--- src/rtl/tff_count_sequencer.sv ---
// Up/down counter sequencer for an external bank of WIDTH T flip-flops.
// Optional feedback checking of q_fb against the mirror when TFF_SEQ_CHECK_EN is defined.
module tff_count_sequencer #(
    parameter int unsigned WIDTH = 4
) (
    input  logic             clk,
    input  logic             rst_n,
    input  logic             start,
    input  logic             stop,
    input  logic             tick,
    input  logic             dir,
    input  logic             oneshot,
    input  logic             load,
    input  logic [WIDTH-1:0] load_val,
    input  logic [WIDTH-1:0] max_val,
    input  logic [WIDTH-1:0] q_fb,
    output logic [WIDTH-1:0] t_vec,
    output logic [WIDTH-1:0] cnt,
    output logic             busy,
    output logic             tc,
    output logic             done,
    output logic             err
);

    localparam logic [WIDTH-1:0] CntOne = WIDTH'(1);

    typedef enum logic [1:0] {
        StIdle,
        StRun,
        StDone
    } state_e;

    state_e           state_q, state_d;
    logic [WIDTH-1:0] cnt_q, cnt_d;
    logic             oneshot_q, oneshot_d;
    logic             tc_q, tc_d;
    logic             done_q, done_d;

    logic [WIDTH-1:0] terminal;
    logic [WIDTH-1:0] step_next;
    logic [WIDTH-1:0] target;
    logic             upd;

    always_comb begin
        terminal = dir ? max_val : '0;
        if (dir) begin
            step_next = (cnt_q >= max_val) ? '0 : cnt_q + CntOne;
        end else begin
            step_next = (cnt_q == '0) ? max_val : cnt_q - CntOne;
        end
    end

    always_comb begin
        state_d   = state_q;
        oneshot_d = oneshot_q;
        tc_d      = 1'b0;
        upd       = 1'b0;
        target    = cnt_q;

        unique case (state_q)
            StIdle: begin
                if (load) begin
                    upd    = 1'b1;
                    target = (load_val > max_val) ? max_val : load_val;
                end else if (start) begin
                    oneshot_d = oneshot;
                    // A one-shot already sitting on its terminal has nothing to count.
                    state_d   = (oneshot && (cnt_q == terminal)) ? StDone : StRun;
                end
            end
            StRun: begin
                if (stop) begin
                    state_d = StIdle;
                end else if (tick) begin
                    upd    = 1'b1;
                    target = step_next;
                    tc_d   = (step_next == terminal);
                    if (oneshot_q && tc_d) begin
                        state_d = StDone;
                    end
                end
            end
            StDone: begin
                state_d = StIdle;
            end
            default: begin
                state_d = StIdle;
            end
        endcase

        cnt_d  = target;
        done_d = (state_d == StDone);
        // Bank and mirror toggle on the same edge; hold T low while in reset.
        t_vec  = (upd && rst_n) ? (cnt_q ^ target) : '0;
    end

    always_ff @(posedge clk or negedge rst_n) begin
        if (!rst_n) begin
            state_q   <= StIdle;
            cnt_q     <= '0;
            oneshot_q <= 1'b0;
            tc_q      <= 1'b0;
            done_q    <= 1'b0;
        end else begin
            state_q   <= state_d;
            cnt_q     <= cnt_d;
            oneshot_q <= oneshot_d;
            tc_q      <= tc_d;
            done_q    <= done_d;
        end
    end

`ifdef TFF_SEQ_CHECK_EN
    logic err_q, err_d;

    // An accepted load resynchronises the mirror, so that edge's comparison is discarded.
    always_comb begin
        err_d = err_q | (q_fb != cnt_q);
        if ((state_q == StIdle) && load) begin
            err_d = 1'b0;
        end
    end

    always_ff @(posedge clk or negedge rst_n) begin
        if (!rst_n) begin
            err_q <= 1'b0;
        end else begin
            err_q <= err_d;
        end
    end

    assign err = err_q;
`else
    logic unused_q_fb;
    assign unused_q_fb = ^q_fb;
    assign err         = 1'b0;
`endif

    assign cnt  = cnt_q;
    assign busy = (state_q == StRun);
    assign tc   = tc_q;
    assign done = done_q;

endmodule

--- config.mk ---
export PLATFORM = sky130hd
export DESIGN_NAME = tff_count_sequencer
export DESIGN_NICKNAME = d
export VERILOG_FILES = /design/src/rtl/tff_count_sequencer.sv
export SDC_FILE = /design/constraint.sdc
export NUM_CORES = 1
export LEC_CHECK = 0
export CORE_ASPECT_RATIO = 0.9
export CORE_MARGIN = 2
export CORE_UTILIZATION = 53
export CTS_BUF_LIST = sky130_fd_sc_hd__clkbuf_8 sky130_fd_sc_hd__clkbuf_16
export DETAILED_ROUTE_END_ITERATION = 8
export PLACE_DENSITY = 0.86
export SETUP_SLACK_MARGIN = 0.1
export SYNTH_ARGS = -nofsm -noshare
export SYNTH_HDL_FRONTEND = slang
export SYNTH_SLANG_ARGS = --single-unit
--- constraint.sdc ---
create_clock -name clk -period 11.6 [get_ports clk]
set_input_delay 2.9 -clock clk [delete_from_list [all_inputs] [get_ports clk]]
set_output_delay 2.9 -clock clk [all_outputs]
set_load 0.05 [all_outputs]
After elaboration in Yosys (flattened, before gate mapping) --
Index checks and enable logic that the tools add are counted.
Word-level totals: register bits after elaboration 9, logic and storage cells 45, bits of input ports 20, output and inout port bits 12
Operators by class: mux-type cells 24, $lt $le $gt $ge 2, equal/unequal tests 4, bitwise operators 2, $add $sub $neg 2, reduce and logical (&&, ||, !) cells 6
Operator list (count):
- two-way mux 4 bit | 9
- two-way mux 2 bit | 6
- == test 4 bit | 2
- case mux 4 bit (2 select lines) | 1
- two-way mux 1 bit | 6
- adder 4 x 1 -> 4 bit (second input constant) | 1
- greater-or-equal comparator 4 bit | 1
- > comparator 4 bit | 1
- zero test 4 bit | 1
- case mux 2 bit (2 select lines) | 1
- subtractor 4 x 1 -> 4 bit (second input constant) | 1
- XOR 4 bit | 1
- logical AND 1 bit | 3
- AND reduction 3 bit | 1
- == test 2 x 1 -> 1 bit (second input constant) | 1
- == test 2 bit (second input constant) | 1
- zero test 2 bit | 1
- case mux 1 bit (2 select lines) | 1
- NOT 1 bit | 1

Logic depth before layout (Yosys ltp) --
Gate-level depths: netlist (run 1).
word-level depth 10, gate-level depth with buffers 9, mapped depth without buffers 8

Worst setup path after synthesis (run 1) --
OpenSTA, ideal clock, no wires.
path type input port to output port, start point input port max_val[3], end point output port t_vec[0], arrival 5.765 ns, buffers on the path 1, data required time 8.700 ns, slack 2.935 ns, stages on the path 8, path through clkbuf_1 > inv_1 > ha_1 > and4_1 > a21oi_1 > mux2_2 > or4_1 > a21oi_1
Between the ends: longest elaborated chain between the ends 8, elaborated cells on any way between the ends 11, classes of those cells order compare (2); mux (8); bitwise (1)
Ends and longest elaborated chain:
- start: declaration | RTL line 15 | input logic [WIDTH-1:0] max_val,
- greater-or-equal comparator 4 bit | RTL line 47 | step_next = (cnt_q >= max_val) ? '0 : cnt_q + CntOne;
- two-way mux 4 bit | RTL line 47
- two-way mux 4 bit | RTL line 46 | if (dir) begin
- two-way mux 4 bit | RTL line 74 | end else if (tick) begin
- two-way mux 4 bit | RTL line 72 | if (stop) begin
- case mux 4 bit (2 select lines) * | RTL line 60 | unique case (state_q)
- XOR 4 bit * | RTL line 94 | t_vec = (upd && rst_n) ? (cnt_q ^ target) : '0;
- two-way mux 4 bit * | RTL line 94
- end: declaration | RTL line 17 | output logic [WIDTH-1:0] t_vec,
Every way passes the cells marked *; elsewhere a longest branch is shown, timed or not.

Worst setup path in the final report (run 1) --
Ends and elaborated chain as after synthesis.

==> results of run 1 <==
[sequential cells by signal, summed over array words and instances, names as in the netlist]
| name | cells |
|---|---|
| tc | 1 |
| state_q | 2 |
| done | 1 |
| cnt | 4 |
| oneshot_q | 1 |
[metal layers]
layer,part of all wire,track usage,vias to the layer above
met5,0,0,-
met4,0.017,0.05691,0
met2,0.48,0.4663,74
met1,0.42,0.3670,620
li1,-,-,624
met3,0.083,0.05152,12
[final cells by class]
type | instances | area, um^2 | share of cell area
multi-input cells | 126 | 929.6 | 0.6055
repair buffers | 26 | 260.3 | 0.1695
flip-flops and latches | 9 | 225.2 | 0.1467
clock buffers | 3 | 41.29 | 0.02689
inverters | 11 | 41.29 | 0.02689
well taps | 27 | 33.78 | 0.02200
clock inverters | 1 | 3.754 | 0.002445
[metrics by stage]
step                      total power [mW]  cells
final                               0.2409    203
after global routing                0.2586    203
after CTS                           0.2401    203
after detailed placement            0.2037    199
after global placement              0.1980    199
after floorplan                     0.1652    156
[path summary, 6_finish.rpt]
check                                       endpoint  cells past startpoint                   from  slack, ns
worst min register to register        done$_DFF_PN0_                      1  oneshot_q$_DFFE_PN0P_       0.54
max in group asynchronous       state_q[0]$_DFF_PN0_                      1                  rst_n       8.28
worst max register to register      cnt[3]$_DFF_PN0_                      8       cnt[0]$_DFF_PN0_       8.77
worst min-delay path                  done$_DFF_PN0_                      1  oneshot_q$_DFFE_PN0P_       0.54
worst max-delay path                        t_vec[0]                      9             max_val[3]       2.12
min in group asynchronous               tc$_DFF_PN0_                      1                  rst_n       2.99
[cell usage in the layout (no fill, tap or decap), types with 3 or more instances in the layout]
cell,n
nand4_1,3
nand3b_1,3
clkdlybuf4s50_1,26
a21oi_1,8
mux2i_1,6
nand2_1,10
nand2b_1,4
xnor2_1,4
clkbuf_8,3
o211ai_1,6
dfrtp_1,9
ha_1,10
nand3_1,4
nor4_1,5
nor2_1,12
inv_1,12
nor3_1,5
mux2_2,3
o21ai_0,5
[cells by family (layout without fill, tap and decap cells)]
group / Yosys count / in the layout / synth area share
muxes: 9 / 9 / 0.07508
xor gates and xnor gates: 5 / 5 / 0.03503
AOI/OAI and AO/OA: 39 / 39 / 0.2302
buffers and inverters: 21 / 41 / 0.07608
and+or+nand+nor: 62 / 62 / 0.3003
other: 1 / 1 / 0.003000
adders and majority gates: 10 / 10 / 0.1001
DFF: 9 / 9 / 0.1802
[power breakdown]
group	total, mW	internal, mW	switching (mW)
sequential	0.0586	0.0374	0.0212
clock	0.0349	0.0230	0.0119
combinational	0.147	0.0597	0.0877
total	0.241	0.120	0.121
[cells in the mapped netlist, drive strengths merged (2+ instances only)]
cell type	number
nor4	6
or4	2
nand3b	3
nand2b	4
buf	6
nor2	12
and3	2
nand2	10
a211oi	2
mux2i	6
ha	10
xnor2	4
nand3	4
dfrtp	9
o31ai	2
clkbuf	4
nor3b	4
o2bb2ai	2
a21oi	8
mux2	3
nor3	5
nand4	3
o21ai	6
o211ai	6
a32o	2
inv	11
nor2b	2
==> flow_summary.yaml, run 1 <==
outcome:
  status: "complete, no violations"
setup_path:
  critical_path.top_delay_family: "buffers and inverters"
  max_stage_delay_ns: 0.82
  arrival_ns: 6.58
  worst_setup_path_end_kind: "primary output"
  path_buf_inv: 3
  crit_required_ns: 8.70
  startpoint_type: "input pin"
  crit_slowest_cell: "clkdlybuf4s50_1"
  path_cells: "clkdlybuf4s50_1 -> inv_1 -> ha_1 -> and4_1 -> a21oi_1 -> mux2_2 -> or4_1 -> a21oi_1 -> clkdlybuf4s50_1"
  crit_path_max_fanout: 8
  crit_type: "in2out"
synthesis:
  synth_edf_count: 0
  yosys_warnings: 0
  synth.net_count: 186
  synth_area_leaders: "dfrtp_1, ha_1, mux2i_1"
  ys_seq_area_frac: 0.1802
  synth-main-ff-cell: "dfrtp_1"
  netlist_instances: 156
  synth_area_leader_cell: "dfrtp_1"
  synthesis.area_per_instance_um2: 8.012
  synth_seq_cells: 9
  yosysUniqueCellTypes: 53
  netlist_area_mm2: 0.001250
  synth_top_cell_area_share: 0.1802
  synthArstFlopShare: 1.000
timing:
  finalSetupViolations: 0
  worst_hold_slack_ns: 0.5380
  min_period_ns: 9.481
  hold_viol: 0
  skew_ns: 0.008284
  tightest_slew_ns: 0.5427
  max_freq_mhz: 105.5
  fin_setup_tns_ns: 0
  worst_slack_ns: 2.119
  timing.final.crit_share: 0.8174
  maxSlewViolCount: 0
  rsz0062_at_grt: "no"
  slew_headroom: 0.6382
cts:
  clk_path_buf_depth: 2
  holdBufCountCts: 0
  clk-insertion-delay-late_ns: 0.23
  cts_tree: "done"
  cts_made_buffers: 3
  ctsResizeCount: 0
  cts_setup_buffers: 0
  cts_max_level: 1
  cts.sinks: 9
  clkTransAtPathRegs_ns: 0.05
  root_buffer: "clkbuf_8"
global_routing:
  grt_pass1_wl_um: 5685
  overflow: 0
  grt_max_degree: 17
  grt_antenna_before_repair: 0
  grt_pass1_vias: 1293
  grt_usage: 0.2790
placed_design:
  place_hpwl_um: 2588
  dp_slack_ns: 2.160
  gp_congestion: 0.8601
  port_buffers: 26
  postPlaceCellArea_mm2: 0.001490
detailed_routing:
  via_count: 1330
  drtIter0Drc: 49
  drc: 0
  viasPerCell: 6.552
  ant_nets: 0
  dr.pass1.iters: 6
  post_drt_wl_per_cell_um: 16.57
  wirelength_um: 3364
floorplanning:
  die_w_um: 55.19
  initial_core_util: 0.5676
  die-area_mm2: 0.002763
  fp.dieH_um: 50.07
  rows: 16
  core_mm2: 0.002202
  io_pins: 32
hold_path:
  hp-class: "reg2reg"
power_and_ir_drop:
  p_per_area_mw_per_mm2: 156.9
  irDropWorstVdd_mv: 0.1492
  power_leakage_nw: 0.6419
cells_and_area:
  drive_above_1_share: 0.06818
  design_area_mm2: 0.001535
  nets: 207
  diodes: 0
  fin_util: 0.6972
  area_delta_synth_final_pct: 22.82
  fill_cells: 180
job:
  cap_violations: 0
Note: power is estimated with default switching activity, not from simulation.
==> run 2: changes to the inputs <==
Settings changed: CORE_UTILIZATION 53 to 49, PLACE_DENSITY 0.86 to 0.8.
Clock period 11.6 ns to 8.85 ns, I/O delays scaled along.
==> flow_summary.yaml, run 2 (synthesis gave the netlist of run 1 again) <==
timing:
  fin_setup_tns_ns: 0
  finalSetupViolations: 0
  rsz0062_at_grt: "no"
  max_freq_mhz: 124.1
  hold_viol: 0
  slew_headroom: 0.6211
  maxSlewViolCount: 0
  worst_hold_slack_ns: 0.5488
  tightest_slew_ns: 0.5683
  skew_ns: 0.005854
  min_period_ns: 8.056
  timing.final.crit_share: 0.9103
setup_path:
  worst_setup_path_end_kind: "primary output"
  startpoint_type: "input pin"
  path_buf_inv: 3
  reg2reg_depth: 8
  crit_required_ns: 6.64
  path_cells: "clkdlybuf4s50_1 -> inv_1 -> ha_1 -> nor2b_1 -> o211ai_1 -> a21oi_1 -> mux2_2 -> or4_1 -> a21oi_1 -> clkdlybuf4s50_1"
  critical_path.top_delay_family: "buffers and inverters"
  cp.depth: 10
  crit_type: "in2out"
  max_stage_delay_ns: 0.82
  crit_slowest_cell: "clkdlybuf4s50_1"
  arrival_ns: 5.84
  crit_path_max_fanout: 9
detailed_routing:
  post_drt_wl_per_cell_um: 15.84
  via_count: 1266
  viasPerCell: 6.176
  wirelength_um: 3248
  drc: 0
  dr.pass1.iters: 4
  ant_nets: 0
  drtIter0Drc: 94
global_routing:
  overflow: 0
  grt_usage: 0.2362
  grt_max_degree: 17
  grt_pass1_vias: 1295
  grt_pass1_wl_um: 5485
  grt_antenna_before_repair: 0
floorplanning:
  die-area_mm2: 0.002972
  rows: 17
  initial_core_util: 0.5110
  fp.dieH_um: 51.92
  die_w_um: 57.24
  io_pins: 32
  core_mm2: 0.002446
cells_and_area:
  largest_reg_flops: 4
  drive_above_1_share: 0.07345
  nets: 208
  multiInputGateArea_um2: 929.6
  diodes: 0
  area_delta_synth_final_pct: 23.52
  fill_cells: 216
  final_cell_mix: "clkdlybuf4s50_1, inv_1, nor2_1"
  final_common_cell: "clkdlybuf4s50_1"
  fin_util: 0.6312
  seq_area_um2: 225.2
cts:
  clkTransAtPathRegs_ns: 0.04
  clk-insertion-delay-late_ns: 0.24
  ctsResizeCount: 0
  root_buffer: "clkbuf_8"
  cts_max_level: 1
  holdBufCountCts: 0
  cts_made_buffers: 3
  cts_tree: "done"
  cts_setup_buffers: 0
  cts.sinks: 9
  clk_path_buf_depth: 2
placed_design:
  gp_congestion: 0.8865
  place_hpwl_um: 2470
  port_buffers: 26
power_and_ir_drop:
  power_leakage_nw: 0.6467
  irDropWorstVdd_mv: 0.2023
  p_per_area_mw_per_mm2: 204.0
outcome:
  status: "complete, no violations"
job:
  cap_violations: 0
hold_path:
  hp-class: "reg2reg"
  hold_depth: 1
run 2: report_power, final:
| group | switching [mW] | internal [mW] |
|---|---|---|
| sequential | 0.0271 | 0.0490 |
| clock | 0.0171 | 0.0303 |
| combinational | 0.113 | 0.0785 |
| total | 0.157 | 0.158 |
run 2: final cells by class:
| cell class | instances | share of cell area |
|---|---|---|
| Clock buffer | 3 | 0.02674 |
| Multi-Input combinational cell | 126 | 0.6021 |
| Sequential cell | 9 | 0.1459 |
| Tap cell | 28 | 0.02269 |
| Timing Repair Buffer | 27 | 0.1734 |
| Inverter | 11 | 0.02674 |
| Clock inverter | 1 | 0.002431 |
run 2: per-stage QoR:
step	instance area (um^2)	total power, mW	setup slack [ns]	cells
after floorplan	1250	0.2166	1.560	156
after global placement	1499	0.2596	0.8627	201
after detailed placement	1499	0.2647	0.7961	201
after CTS	1544	0.3137	0.7881	205
final	1544	0.3150	0.7937	205
after global routing	1544	0.3381	0.5550	205
run 2: layer usage:
layer | vias to the layer above | GRT usage | share of wire
met4 | 0 | 0.06977 | 0.0083
met3 | 4 | 0.04229 | 0.077
met5 | - | 0 | 0
li1 | 621 | - | -
met1 | 582 | 0.3063 | 0.46
met2 | 59 | 0.4023 | 0.45
run 2: worst paths after layout:
kind	startpoint	to	slack [ns]
min in group asynchronous	rst_n	cnt[3]$_DFF_PN0_	2.32
min	oneshot_q$_DFFE_PN0P_	done$_DFF_PN0_	0.55
min reg2reg	oneshot_q$_DFFE_PN0P_	done$_DFF_PN0_	0.55
max	max_val[1]	t_vec[0]	0.79
max reg2reg	cnt[0]$_DFF_PN0_	state_q[1]$_DFF_PN0_	6.12
max in group asynchronous	rst_n	state_q[1]$_DFF_PN0_	6.18
